==> src/rtl/rd_req_arbiter.sv <==
// Round-robin read-command arbiter for the read buffer.
// Grants one requester at a time onto the single command port, remembers the
// granted requester in an in-order tag FIFO, and steers returned data beats
// back to the requester at the FIFO head.
module rd_req_arbiter #(
    parameter int unsigned NUM_REQ         = 4,
    parameter int unsigned AXI_ADDR_WIDTH  = 32,
    parameter int unsigned USER_DATA_WIDTH = 64,
    parameter int unsigned TAG_DEPTH       = 16
) (
    input  logic                          clk,
    input  logic                          reset_n,
    input  logic [NUM_REQ-1:0]            req_valid,
    input  logic [NUM_REQ*AXI_ADDR_WIDTH-1:0] req_addr,
    input  logic [NUM_REQ*8-1:0]          req_len,
    output logic [NUM_REQ-1:0]            req_ack,
    output logic                          rd_req_en,
    output logic [AXI_ADDR_WIDTH-1:0]     rd_addr_in,
    output logic [7:0]                    rd_burst_length,
    input  logic                          rd_buffer_cmd_ready,
    input  logic                          user_rd_valid,
    input  logic [USER_DATA_WIDTH-1:0]    user_rd_data,
    input  logic                          user_rd_last,
    output logic [NUM_REQ-1:0]            rsp_valid,
    output logic [USER_DATA_WIDTH-1:0]    rsp_data,
    output logic [NUM_REQ-1:0]            rsp_last,
    output logic [$clog2(TAG_DEPTH):0]    outstanding,
    output logic                          orphan_err
);

    localparam int unsigned IdW  = (NUM_REQ > 1) ? $clog2(NUM_REQ) : 1;
    localparam int unsigned PtrW = $clog2(TAG_DEPTH);
    localparam int unsigned CntW = PtrW + 1;

    typedef enum logic [1:0] {StIdle, StIssue, StGap} state_e;

    state_e                    state_q, state_d;
    logic [IdW-1:0]            winner_q, winner_d;
    logic [IdW-1:0]            last_grant_q, last_grant_d;
    logic [AXI_ADDR_WIDTH-1:0] addr_q, addr_d;
    logic [7:0]                len_q, len_d;

    logic                      grant_found;
    logic [IdW-1:0]            grant_id;
    logic [IdW-1:0]            cand_id;

    logic [IdW-1:0]            tag_mem [TAG_DEPTH];
    logic [PtrW-1:0]           wr_ptr_q, rd_ptr_q;
    logic [CntW-1:0]           count_q, count_d;
    logic                      push, pop, fifo_empty, fifo_full;
    logic [IdW-1:0]            head_id;

    logic [NUM_REQ-1:0]         rsp_valid_q, rsp_valid_d;
    logic [NUM_REQ-1:0]         rsp_last_q, rsp_last_d;
    logic [USER_DATA_WIDTH-1:0] rsp_data_q, rsp_data_d;
    logic                       orphan_q, orphan_d;

    assign fifo_empty = (count_q == '0);
    assign fifo_full  = (count_q == CntW'(TAG_DEPTH));
    assign head_id    = tag_mem[rd_ptr_q];
    assign pop        = user_rd_valid && user_rd_last && !fifo_empty;

    // Round-robin search starting one past the last granted requester.
    always_comb begin
        grant_found = 1'b0;
        grant_id    = '0;
        cand_id     = '0;
        for (int unsigned i = 1; i <= NUM_REQ; i++) begin
            cand_id = IdW'((32'(last_grant_q) + i) % NUM_REQ);
            if (!grant_found && req_valid[cand_id]) begin
                grant_found = 1'b1;
                grant_id    = cand_id;
            end
        end
    end

    // Command FSM next-state and strobe/ack outputs.
    always_comb begin
        state_d      = state_q;
        winner_d     = winner_q;
        last_grant_d = last_grant_q;
        addr_d       = addr_q;
        len_d        = len_q;
        rd_req_en    = 1'b0;
        req_ack      = '0;
        push         = 1'b0;
        case (state_q)
            StIdle: begin
                if (grant_found && rd_buffer_cmd_ready && !fifo_full) begin
                    winner_d = grant_id;
                    addr_d   = req_addr[grant_id*AXI_ADDR_WIDTH +: AXI_ADDR_WIDTH];
                    len_d    = req_len[grant_id*8 +: 8];
                    state_d  = StIssue;
                end
            end
            StIssue: begin
                rd_req_en = 1'b1;
                if (rd_buffer_cmd_ready) begin
                    req_ack[winner_q] = 1'b1;
                    push              = 1'b1;
                    last_grant_d      = winner_q;
                    state_d           = StGap;
                end
            end
            StGap:   state_d = StIdle;
            default: state_d = StIdle;
        endcase
    end

    // FSM and latched command registers.
    always_ff @(posedge clk or negedge reset_n) begin
        if (!reset_n) begin
            state_q      <= StIdle;
            winner_q     <= '0;
            last_grant_q <= IdW'(NUM_REQ - 1);
            addr_q       <= '0;
            len_q        <= '0;
        end else begin
            state_q      <= state_d;
            winner_q     <= winner_d;
            last_grant_q <= last_grant_d;
            addr_q       <= addr_d;
            len_q        <= len_d;
        end
    end

    // Tag storage; contents need no reset since occupancy is tracked by count_q.
    always_ff @(posedge clk) begin
        if (push) begin
            tag_mem[wr_ptr_q] <= winner_q;
        end
    end

    // Tag FIFO occupancy next state.
    always_comb begin
        count_d = count_q;
        case ({push, pop})
            2'b10:   count_d = count_q + 1'b1;
            2'b01:   count_d = count_q - 1'b1;
            default: count_d = count_q;
        endcase
    end

    // Tag FIFO pointers and occupancy.
    always_ff @(posedge clk or negedge reset_n) begin
        if (!reset_n) begin
            wr_ptr_q <= '0;
            rd_ptr_q <= '0;
            count_q  <= '0;
        end else begin
            if (push) wr_ptr_q <= wr_ptr_q + 1'b1;
            if (pop)  rd_ptr_q <= rd_ptr_q + 1'b1;
            count_q <= count_d;
        end
    end

    // Steer a return beat to the head-of-FIFO owner, or flag it as orphaned.
    always_comb begin
        rsp_valid_d = '0;
        rsp_last_d  = '0;
        rsp_data_d  = '0;
        orphan_d    = 1'b0;
        if (user_rd_valid) begin
            if (fifo_empty) begin
                orphan_d = 1'b1;
            end else begin
                rsp_valid_d[head_id] = 1'b1;
                rsp_last_d[head_id]  = user_rd_last;
                rsp_data_d           = user_rd_data;
            end
        end
    end

    // Registered return outputs.
    always_ff @(posedge clk or negedge reset_n) begin
        if (!reset_n) begin
            rsp_valid_q <= '0;
            rsp_last_q  <= '0;
            rsp_data_q  <= '0;
            orphan_q    <= 1'b0;
        end else begin
            rsp_valid_q <= rsp_valid_d;
            rsp_last_q  <= rsp_last_d;
            rsp_data_q  <= rsp_data_d;
            orphan_q    <= orphan_d;
        end
    end

    assign rd_addr_in      = addr_q;
    assign rd_burst_length = len_q;
    assign outstanding     = count_q;
    assign rsp_valid       = rsp_valid_q;
    assign rsp_last        = rsp_last_q;
    assign rsp_data        = rsp_data_q;
    assign orphan_err      = orphan_q;

endmodule

==> config.mk <==
export PLATFORM = sky130hd
export DESIGN_NAME = rd_req_arbiter
export DESIGN_NICKNAME = d
export VERILOG_FILES = /design/src/rtl/rd_req_arbiter.sv
export SDC_FILE = /design/constraint.sdc
export NUM_CORES = 1
export LEC_CHECK = 0
export ABC_AREA = 1
export BUFFER_PORTS_ARGS = -buffer_cell sky130_fd_sc_hd__buf_4
export CAP_MARGIN = 30
export CORE_ASPECT_RATIO = 1.4
export CORE_MARGIN = 2
export CORE_UTILIZATION = 30
export DETAILED_ROUTE_END_ITERATION = 8
export PLACE_DENSITY = 0.66
export RECOVER_POWER = 50
export SLEW_MARGIN = 5
export SYNTH_ARGS = -nofsm -noshare
export SYNTH_HDL_FRONTEND = slang
export SYNTH_SLANG_ARGS = --single-unit
==> constraint.sdc <==
create_clock -name clk -period 2.8 [get_ports clk]
set_input_delay 0.84 -clock clk [delete_from_list [all_inputs] [get_ports clk]]
set_output_delay 0.84 -clock clk [all_outputs]
set_load 0.03 [all_outputs]
Word level (Yosys, flattened, before mapping)
Memory sizes are Yosys's and may differ from the RTL's.
Index checks and enable logic that the tools add are counted.
Widths: inputs -> output; s select.
{"block": "totals", "elab_cells": 97, "output_inout_bits": 123, "ff_bits": 132, "mem_bits_rw": 32, "memories": 1, "in_bits": 233}
{"block": "classes", "eq_ne": 6, "n_reduce_logical": 20, "n_bitwise": 1, "mux": 39, "n_shift": 2, "n_addsub": 8, "magnitude_cmp": 8}
{"name": "tag_mem", "words": 16, "word_bits": 2, "read_ports": 1, "rd_ports_with_merged_regs": 0, "write_ports": 1, "line": "47", "source": "logic [IdW-1:0] tag_mem [TAG_DEPTH];"}
{"op": "$mux 64", "n": 2}
{"op": "$shiftx 128x8->32", "n": 1}
{"op": "$shiftx 32x6->8", "n": 1}
{"op": "$mux 4", "n": 6}
{"op": "$lt 2x3->1 const B", "n": 6}
{"op": "$mux 1", "n": 17}
{"op": "$mux 2", "n": 6}
{"op": "$pmux 5 s2", "n": 1}
{"op": "$logic_and 1x1->1", "n": 9}
{"op": "$add 4x1->4 const B", "n": 2}
{"op": "$bmux 1 s2", "n": 4}
{"op": "$reduce_and 2->1", "n": 3}
{"op": "$add 5x1->5 const B", "n": 1}
{"op": "$eq 5x5->1 const B", "n": 1}
{"op": "$logic_not 1->1", "n": 5}
{"op": "$logic_not 5->1", "n": 1}
{"op": "$sub 5x1->5 const B", "n": 1}
{"op": "$add 2x1->2 const B", "n": 2}
{"op": "$add 2x2->2 const B", "n": 2}
{"op": "$and 4x4->4", "n": 1}
{"op": "$demux 1 s2", "n": 2}
{"op": "$eq 2x1->1 const B", "n": 2}
{"op": "$ge 2x1->1 const B", "n": 2}
{"op": "$ne 2x2->1 const B", "n": 2}
{"op": "other kinds (4)", "n": 4}

Longest topological paths before layout
Gate-level depths: netlist (run 1).
{"block": "depth", "word_depth": 17, "depth_mapped": 16, "mapped_depth_nobuf": 16}

Least setup slack after synthesis (run 1)
No wires, ideal clock.
{"block": "synth_path", "path_type": "register to register", "start": "reg count_q[0] (netlist: outstanding[0])", "end": "reg count_q[4] (netlist: outstanding[4])", "required_ps": 2669, "period_less_slack_ps": 2843, "n_path_buf": 0, "setup_ps": 131, "path_stages_with_launch": 17, "arrival_ps": 2713, "path_slack_ps": -43, "path_cell_list": "dfrtp_1 nor4_1 nand2_1 nand2_1 inv_1 nand2_1 inv_1 ha_1 xor2_1 ha_1 a21oi_1 nor3_1 nor2_1 inv_1 a21oi_1 o21ai_0 xor2_1"}
{"block": "synth_via", "elab_chain_cells": 5, "word_cells_on_any_way": 9, "cone_classes": "add/sub: 2; eq/ne: 2; mux: 1; reduce/logical: 4"}
{"item": "start: declaration", "line": "49", "source": "logic [CntW-1:0] count_q, count_d;"}
{"item": "start signal: assignment", "line": "153", "source": "count_q <= count_d;"}
{"item": "$logic_not 5->1 *", "line": "58", "source": "assign fifo_empty = (count_q == '0);"}
{"item": "$logic_not 1->1 *", "line": "61", "source": "assign pop = user_rd_valid && user_rd_last && !fifo_empty;"}
{"item": "$logic_and 1x1->1 *", "line": "61"}
{"item": "net pop", "line": "50", "source": "logic push, pop, fifo_empty, fifo_full;"}
{"item": "$eq 2x1->1 / $eq 2x2->1 (equally long branches)", "line": "137", "source": "case ({push, pop})"}
{"item": "$pmux 5 s2 / $reduce_bool 2->1 (equally long branches)"}
The timed path passes the listed nets; every way through them passes the cells marked *.
A chain may end at the register's enable or synchronous reset.

Worst setup path in the final report (run 1)
{"block": "layout_path", "start": "reg count_q[3] (netlist: outstanding[3])", "end": "reg count_q[4] (netlist: outstanding[4])"}
Same word-level chain as after synthesis.

==> results of run 1 <==
[cell type report]
| cell class | count | area share |
|---|---|---|
| Clock inverter | 15 | 0.0139 |
| Timing Repair Buffer | 383 | 0.231 |
| Multi-Input combinational cell | 675 | 0.257 |
| Sequential cell | 164 | 0.348 |
| Inverter | 251 | 0.0770 |
| Tap cell | 375 | 0.0382 |
| Clock buffer | 17 | 0.0347 |
[placed cells by master (no fill, tap or decap), types with 2 or more instances in the layout]
| cell type | synthesis | layout |
|---|---|---|
| buf_4 | 5 | 329 |
| nand2_1 | 307 | 307 |
| inv_1 | 246 | 244 |
| dfrtp_1 | 130 | 128 |
| nor2_1 | 121 | 120 |
| nand3_1 | 92 | 90 |
| nand4_1 | 82 | 82 |
| clkbuf_1 | 24 | 43 |
| edfxtp_1 | 32 | 32 |
| o21ai_0 | 25 | 24 |
| clkbuf_16 | 0 | 17 |
| buf_12 | 0 | 10 |
| o211ai_1 | 9 | 9 |
| xor2_1 | 8 | 8 |
| ha_1 | 9 | 8 |
| nor3_1 | 7 | 7 |
| inv_2 | 3 | 5 |
| clkinv_4 | 0 | 4 |
| clkinv_1 | 1 | 3 |
| a21oi_1 | 6 | 3 |
| inv_6 | 0 | 3 |
| inv_8 | 0 | 3 |
| nand3_4 | 1 | 2 |
| nand2_2 | 2 | 2 |
| nand3_2 | 1 | 2 |
| xnor2_1 | 2 | 2 |
| a21oi_2 | 0 | 2 |
| bufinv_16 | 0 | 2 |
| dfstp_2 | 2 | 2 |
| dfrtp_2 | 0 | 2 |
[worst max-delay path by stage]
stage                                          start                         end
after floorplan           outstanding[0]$_DFFE_PN0P_  outstanding[4]$_DFFE_PN0P_
after global placement                 user_rd_valid  outstanding[4]$_DFFE_PN0P_
after detailed placement               user_rd_valid  outstanding[4]$_DFFE_PN0P_
after CTS                 outstanding[2]$_DFFE_PN0P_  outstanding[4]$_DFFE_PN0P_
after global routing      outstanding[3]$_DFFE_PN0P_  outstanding[4]$_DFFE_PN0P_
final                     outstanding[3]$_DFFE_PN0P_  outstanding[4]$_DFFE_PN0P_
[state kept, by name, summed over array words and instances (netlist names), 5 cells and up]
register / count
rd_burst_length: 8
rsp_data: 64
tag_mem: 32
rd_addr_in: 32
outstanding: 5
[worst max-delay path, delay by kind of cell, from the launching register on]
family	cells	cell delay (ns)
xor gates and xnor gates	2	0.30
adders and majority gates	2	0.40
AOI/OAI and AO/OA	3	0.39
DFF	1	0.45
and+or+nand+nor	6	0.76
buffers and inverters	3	0.20
[cells by family after synthesis]
group | after synthesis | share of synthesized area
simple gates | 614 | 0.309
xor+xnor | 10 | 0.0102
buf+inv | 314 | 0.144
flops | 164 | 0.496
compound gates | 42 | 0.0276
fa+ha+maj | 9 | 0.0131
[what timing repair did]
action / in CTS / in global routing
endpoints found under the hold margin: 0 / 0
resized for setup: 0 / 9
hold buffers: 0 / 0
endpoints found under the setup margin: 0 / 1
setup buffers: 0 / 1
[metal layers]
layer,up-vias,global-route usage,wire (um)
met4,0,0.0821,837
met5,-,0,0
li1,4215,-,-
met1,3857,0.200,10400
met3,48,0.0513,2240
met2,386,0.316,13500
[power by group]
part	internal (mW)	switching (mW)	leakage [nW]	total, mW
Combinational	2.85	5.22	4.69	8.07
Clock	1.34	1.03	0.289	2.37
Sequential	3.08	0.436	1.96	3.51
[per-stage QoR]
| stage | total power, mW | cell area, um^2 | TNS, ns | util |
|---|---|---|---|---|
| final | 13.9 | 12300 | 0 | 0.433 |
| after global routing | 15.1 | 12300 | -0.0204 | 0.433 |
| after CTS | 14.1 | 12400 | 0 | 0.438 |
| after detailed placement | 11.6 | 11800 | -0.00681 | 0.417 |
| after global placement | 11.6 | 11800 | 0 | 0.417 |
| after floorplan | 8.82 | 8610 | -0.00875 | - |
==> key figures, run 1 <==
Global route
  • First-pass GRT wire length: 42.1 mm
  • Total grt overflow: 0
  • Initial antenna violation count: 0
  • Largest net degree at the start of global routing: 71
  • Vias in the first global route: 8,191
  • Total GRT Usage: 0.179

Layout
  • FILL cells: 2,893
  • N_diodes: 0
  • Cell Count, Final, Fillers Out: 1,880
  • Layout cells sized above 1: 0.260
  • NumNets Final: 1,734
  • Footprint of the multi-input gates: 3160 um^2
  • Total area of sequential cells: 4270 um^2
  • P&R area growth vs syn: 42.6%

Hold path
  • Hold Path Origin: rd_addr_in[7]$_DFFE_PN0P_
  • Hold Crit Class: flip-flop to flip-flop
  • Hold-critical path endpoint: rd_addr_in[7]$_DFFE_PN0P_
  • Hold Path Cell Cnt: 2

Job
  • Max-cap violations: 1

Outcome
  • Failing checks: capacitance limit, slew limit
  • Status: finished with violations

Clock network
  • Clock Latency Late Sink: 0.44 ns
  • CTS clk-pin slew, worst paths: 0.06 ns
  • CTS Sinks: 164
  • Root buffer cell: clkbuf_16
  • CTS tree: done
  • TritonCTS Buffers: 17
  • H-tree level count: 4
  • Longest Clk Path Bufs: 2

Die
  • Starting Density: 0.304
  • Core ar.: 28,300 um^2
  • Rows: 73
  • # IOs: 356
  • Die X: 147 um
  • Die area: 30,100 um^2
  • Die height: 204 um

Drt
  • DR pass1 iterations: 7
  • Initial DRC count: 344
  • # DRC: 0
  • Wirelength, routed: 27.0 mm
  • DR vias: 8,506
  • Antenna-violating nets left: 0
  • Routed length per placed instance: 14.4 um
  • Vias per cell: 4.52

Timing
  • Hold Fails Final Rpt: 0
  • Worst-Margin Slew: 2.06 ns
  • Finish-stage setup viols: 0
  • Minimum clock period: 2.61 ns
  • Slew headroom: -0.373
  • Setup ws final: 0.192 ns
  • Final max-slew violation count: 37
  • Hold WS: 0.480 ns
  • Fmax achieved: 0.383 GHz
  • Fin crit share: 0.931
  • Clk_skew: 0.0129 ns

Placed design
  • Place WS: -0.00681 ns
  • IO Port Bufs: 355
  • Placed instance count: 1,847
  • Gp weighted congestion: 0.873
  • Post-DP HPWL: 20.5 mm

Yosys
  • Syn. warnings: 0
  • Synth area leaders: dfrtp_1, nand2_1, edfxtp_1, inv_1, nand4_1
  • Proportion of netlist area held by the largest area contributor: 0.378
  • Cell area after synthesis: 8610 um^2
  • Post-synth top area cell: dfrtp_1
  • Top cells by count, synth: nand2_1, inv_1, dfrtp_1, nor2_1, nand3_1
  • Cell variety after synth: 29
  • Post-Synthesis Net Count: 1,395
  • Most common cell in the netlist: nand2_1
  • Synth Instances: 1,153
  • Post-synth top flop: dfrtp_1
  • Synth Area per Inst: 7.46 um^2
  • Share of the yosys chip area belonging to registers: 0.496
  • EDFF count, synth: 32
  • Ys async rst share: 0.805
  • Synth Register Bits: 164

Setup path
  • Worst endpoint required time: 3.12 ns
  • Critical Path Most Common Cell: nand2_1
  • CP Cell Sequence: nor4_4 -> nand2_1 -> nand2_1 -> inv_1 -> nand2_1 -> inv_2 -> ha_2 -> xor2_1 -> ha_1 -> a21oi_2 -> nor3_1 -> nor2_1 -> inv_1 -> a21oi_2 -> o21ai_1 -> xor2_1
  • Max FO, Critical Path: 4
  • Reg2Reg Capture Point: outstanding[4]$_DFFE_PN0P_
  • CP Class: flip-flop to flip-flop
  • R2R setup slack: 0.19 ns
  • Worst path arrival time: 2.93 ns
  • Worst r2r src: outstanding[3]$_DFFE_PN0P_
  • Critical Path Max Stage Delay: 0.45 ns
  • CP Launch Type: flip-flop
  • Worst Reg-to-Reg Cells: 16
  • Critical Path Sink Type: flip-flop
  • CP max-delay cell: dfrtp_2

Power and ir drop
  • Lkg Pwr: 6.94 nW
  • Peak VDD IR: 0.512 mV
  • Power Density: 1140 nW/um^2
No activity file was read; power rests on OpenSTA's default activity.
==> inputs of run 2 (changes only) <==
--- a/config.mk
+++ b/config.mk
@@ -8,7 +8,7 @@
 export ABC_AREA = 1
 export BUFFER_PORTS_ARGS = -buffer_cell sky130_fd_sc_hd__buf_4
 export CAP_MARGIN = 30
-export CORE_ASPECT_RATIO = 1.4
+export CORE_ASPECT_RATIO = 1.25
 export CORE_MARGIN = 2
 export CORE_UTILIZATION = 30
 export DETAILED_ROUTE_END_ITERATION = 8
==> key figures, run 2 (same netlist as run 1, synthesis figures left out) <==
Die
  • Starting Density: 0.304 (about the same)
  • Rows: 69 (-5.5%)
  • Die height: 193 um (-5.4%)
  • Die area: 30,100 um^2 (about the same)
  • Die X: 155 um (+5.7%)
  • Core ar.: 28,300 um^2 (about the same)
  • # IOs: 356 (unchanged)

Placed design
  • Placed instance count: 1,826 (-1.1%)
  • IO Port Bufs: 355 (unchanged)
  • Gp weighted congestion: 0.883 (+1.1%)
  • Post-DP HPWL: 20.3 mm (-1.3%)

Setup path
  • Cell family with most CP delay: simple AND/OR/NAND/NOR gates
  • Max FO, Critical Path: 5 (+1)
  • CP Class: flip-flop to flip-flop
  • Critical Path Sink Type: flip-flop
  • Worst Reg-to-Reg Cells: 16 (unchanged)
  • WP depth: 16 (unchanged)
  • CP Launch Type: flip-flop
  • Critical Path Max Stage Delay: 0.45 ns (about the same)
  • Worst path arrival time: 2.92 ns (about the same)
  • R2R setup slack: 0.19 ns (about the same)
  • Worst r2r src: outstanding[2]$_DFFE_PN0P_
  • Reg2Reg Capture Point: outstanding[4]$_DFFE_PN0P_
  • Critical Path Most Common Cell: inv_1
  • Worst endpoint required time: 3.11 ns (about the same)
  • CP Cell Sequence: nor4_4 -> nand2_1 -> nand2_2 -> inv_1 -> nand2_1 -> inv_1 -> ha_2 -> xor2_1 -> ha_1 -> a21oi_2 -> nor3_1 -> nor2_1 -> inv_1 -> a21oi_1 -> o21ai_0 -> xor2_1
  • Setup crit end: outstanding[4]$_DFFE_PN0P_
  • Crit path launch: outstanding[2]$_DFFE_PN0P_
  • CP max-delay cell: dfrtp_2
  • Bufs and invs on worst path: 3 (unchanged)

Drt
  • Initial DRC count: 348 (+1.2%)
  • DR vias: 8,472 (-0.40%)
  • DR pass1 iterations: 5 (-2)
  • Antenna-violating nets left: 0 (unchanged)
  • # DRC: 0 (unchanged)
  • Wirelength, routed: 27.2 mm (+0.70%)
  • Routed length per placed instance: 14.7 um (+1.9%)
  • Vias per cell: 4.56 (+0.78%)

Timing
  • Minimum clock period: 2.61 ns (+0.00292 ns)
  • Fin crit share: 0.932 (+0.00104)
  • Hold Fails Final Rpt: 0 (unchanged)
  • Finish-stage setup viols: 0 (unchanged)
  • Clk_skew: 0.00915 ns (-0.00370 ns)
  • Final max-slew violation count: 28 (-24%)
  • Slew headroom: -0.00552 (+0.368)
  • Worst-Margin Slew: 1.51 ns (-0.551 ns)
  • Fmax achieved: 0.383 GHz (-0.11%)

Power and ir drop
  • Power Density: 1130 nW/um^2 (-0.71%)
  • Clock network power share: 0.170 (about the same)
  • Peak VDD IR: 0.580 mV (+13%)
  • Int Pwr: 7.27 mW (about the same)
  • Reg power frac: 0.251 (about the same)
  • Total power draw: 13.9 mW (about the same)
  • Net Sw Power: 6.68 mW (about the same)
  • Lkg Pwr: 7.09 nW (+2.1%)
  • Part of the power in combinational logic: 0.578 (about the same)
  • Switching share of power: 0.479 (about the same)

Clock network
  • CTS clk-pin slew, worst paths: 0.06 ns (about the same)
  • CTS Sinks: 164 (unchanged)
  • Hold-fix buffers at CTS: 0 (unchanged)
  • CTS tree: done
  • Longest Clk Path Bufs: 2 (unchanged)
  • TritonCTS Buffers: 17 (unchanged)
  • Clock Latency Late Sink: 0.44 ns (about the same)
  • Root buffer cell: clkbuf_16
  • H-tree level count: 4 (unchanged)

Outcome
  • Status: finished with violations
  • Failing checks: capacitance limit, slew limit

Job
  • Max-cap violations: 1 (unchanged)

Layout
  • Most frequent cells in the layout: buf_4, nand2_1, inv_1
  • P&R area growth vs syn: 43.6%
  • FILL cells: 2,824 (-2.4%)
  • N_diodes: 0 (unchanged)
  • Cell Count, Final, Fillers Out: 1,858 (-1.2%)
  • Max reg flops: 64 (unchanged)
  • Layout cells sized above 1: 0.285 (+0.0243)
  • Most common cell after layout, fill and taps aside: buf_4
  • NumNets Final: 1,732 (-0.12%)

Hold path
  • Hold Path Cell Cnt: 2 (unchanged)
  • Hold Crit Class: flip-flop to flip-flop

Global route
  • Total grt overflow: 0 (unchanged)
  • Grt peak-use layer: met2
  • Vias in the first global route: 8,320 (+1.6%)
  • Largest net degree at the start of global routing: 81 (+14%)
  • M2 GR Usage: 0.306 (-0.00946)
  • Total GRT Usage: 0.180 (+0.000718)
  • Initial antenna violation count: 0 (unchanged)
  • First-pass GRT wire length: 42.4 mm (+0.72%)
  • M1 GR Usage: 0.208 (+0.00751)
  • M3 GR Usage: 0.0491 (-0.00228)
run 2: what timing repair did:
item / in CTS / in global routing
resized for setup: 0 / 4
endpoints found under the setup margin: 0 / 1
setup buffers: 0 / 0
run 2: power groups by stage:
stage	Combinational, mW	Sequential [mW]	Clock (mW)
floorplan	4.53	4.30	0
global placement	8.01	3.51	0
detailed placement	8.08	3.52	0
CTS	8.11	3.50	2.44
global route	8.96	3.59	2.55
finish	8.07	3.51	2.38
run 2: final cells by class:
class / instances / area (um^2) / share of cell area
Clock buffer: 18 / 429 / 0.0347
Inverter: 251 / 945 / 0.0764
Sequential cell: 164 / 4270 / 0.345
Multi-Input combinational cell: 675 / 3150 / 0.255
Tap cell: 355 / 444 / 0.0359
Clock inverter: 14 / 170 / 0.0138
Timing Repair Buffer: 381 / 2950 / 0.239
run 2: how the worst min path moves through the flow:
stage                                     end  slack, ns                      startpoint
6_report           rd_addr_in[21]$_DFFE_PN0P_       0.48      rd_addr_in[21]$_DFFE_PN0P_
5_1_grt            rd_addr_in[12]$_DFFE_PN0P_       0.50      rd_addr_in[12]$_DFFE_PN0P_
4_1_cts                 rsp_data[9]$_DFF_PN0_       0.26                         reset_n
3_5_place_dp   rd_burst_length[1]$_DFFE_PN0P_       0.47  rd_burst_length[1]$_DFFE_PN0P_
3_3_place_gp   rd_burst_length[1]$_DFFE_PN0P_       0.46  rd_burst_length[1]$_DFFE_PN0P_
2_1_floorplan          state_q[0]$_DFFE_PN0P_       0.47          state_q[1]$_DFFE_PN0P_
run 2: worst min-delay path: cells and delay by family, from the launching register on:
family,cells,cell delay [ns]
DFF,1,0.34
and+or+nand+nor,2,0.10
run 2: through the flow:
| stage | cell area (um^2) | utilization | setup TNS, ns | hold WS (ns) | worst slack, ns |
|---|---|---|---|---|---|
| CTS | 12400 | 0.437 | 0 | 0.261 | 0.102 |
| floorplan | 8610 | - | -0.00875 | 0.472 | -0.00875 |
| detailed placement | 11800 | 0.416 | 0 | 0.468 | 0.0205 |
| finish | 12400 | 0.436 | 0 | 0.477 | 0.189 |
| global route | 12400 | 0.436 | -0.0201 | 0.505 | -0.0201 |
| global placement | 11800 | 0.416 | 0 | 0.465 | 0.0378 |
run 2: layer usage:
metal | part of all wire | up-vias | wire length [um]
met5 | 0 | - | 0
met4 | 0.038 | 0 | 1050
met3 | 0.084 | 58 | 2290
met2 | 0.49 | 392 | 13400
met1 | 0.39 | 3812 | 10500
li1 | - | 4210 | -
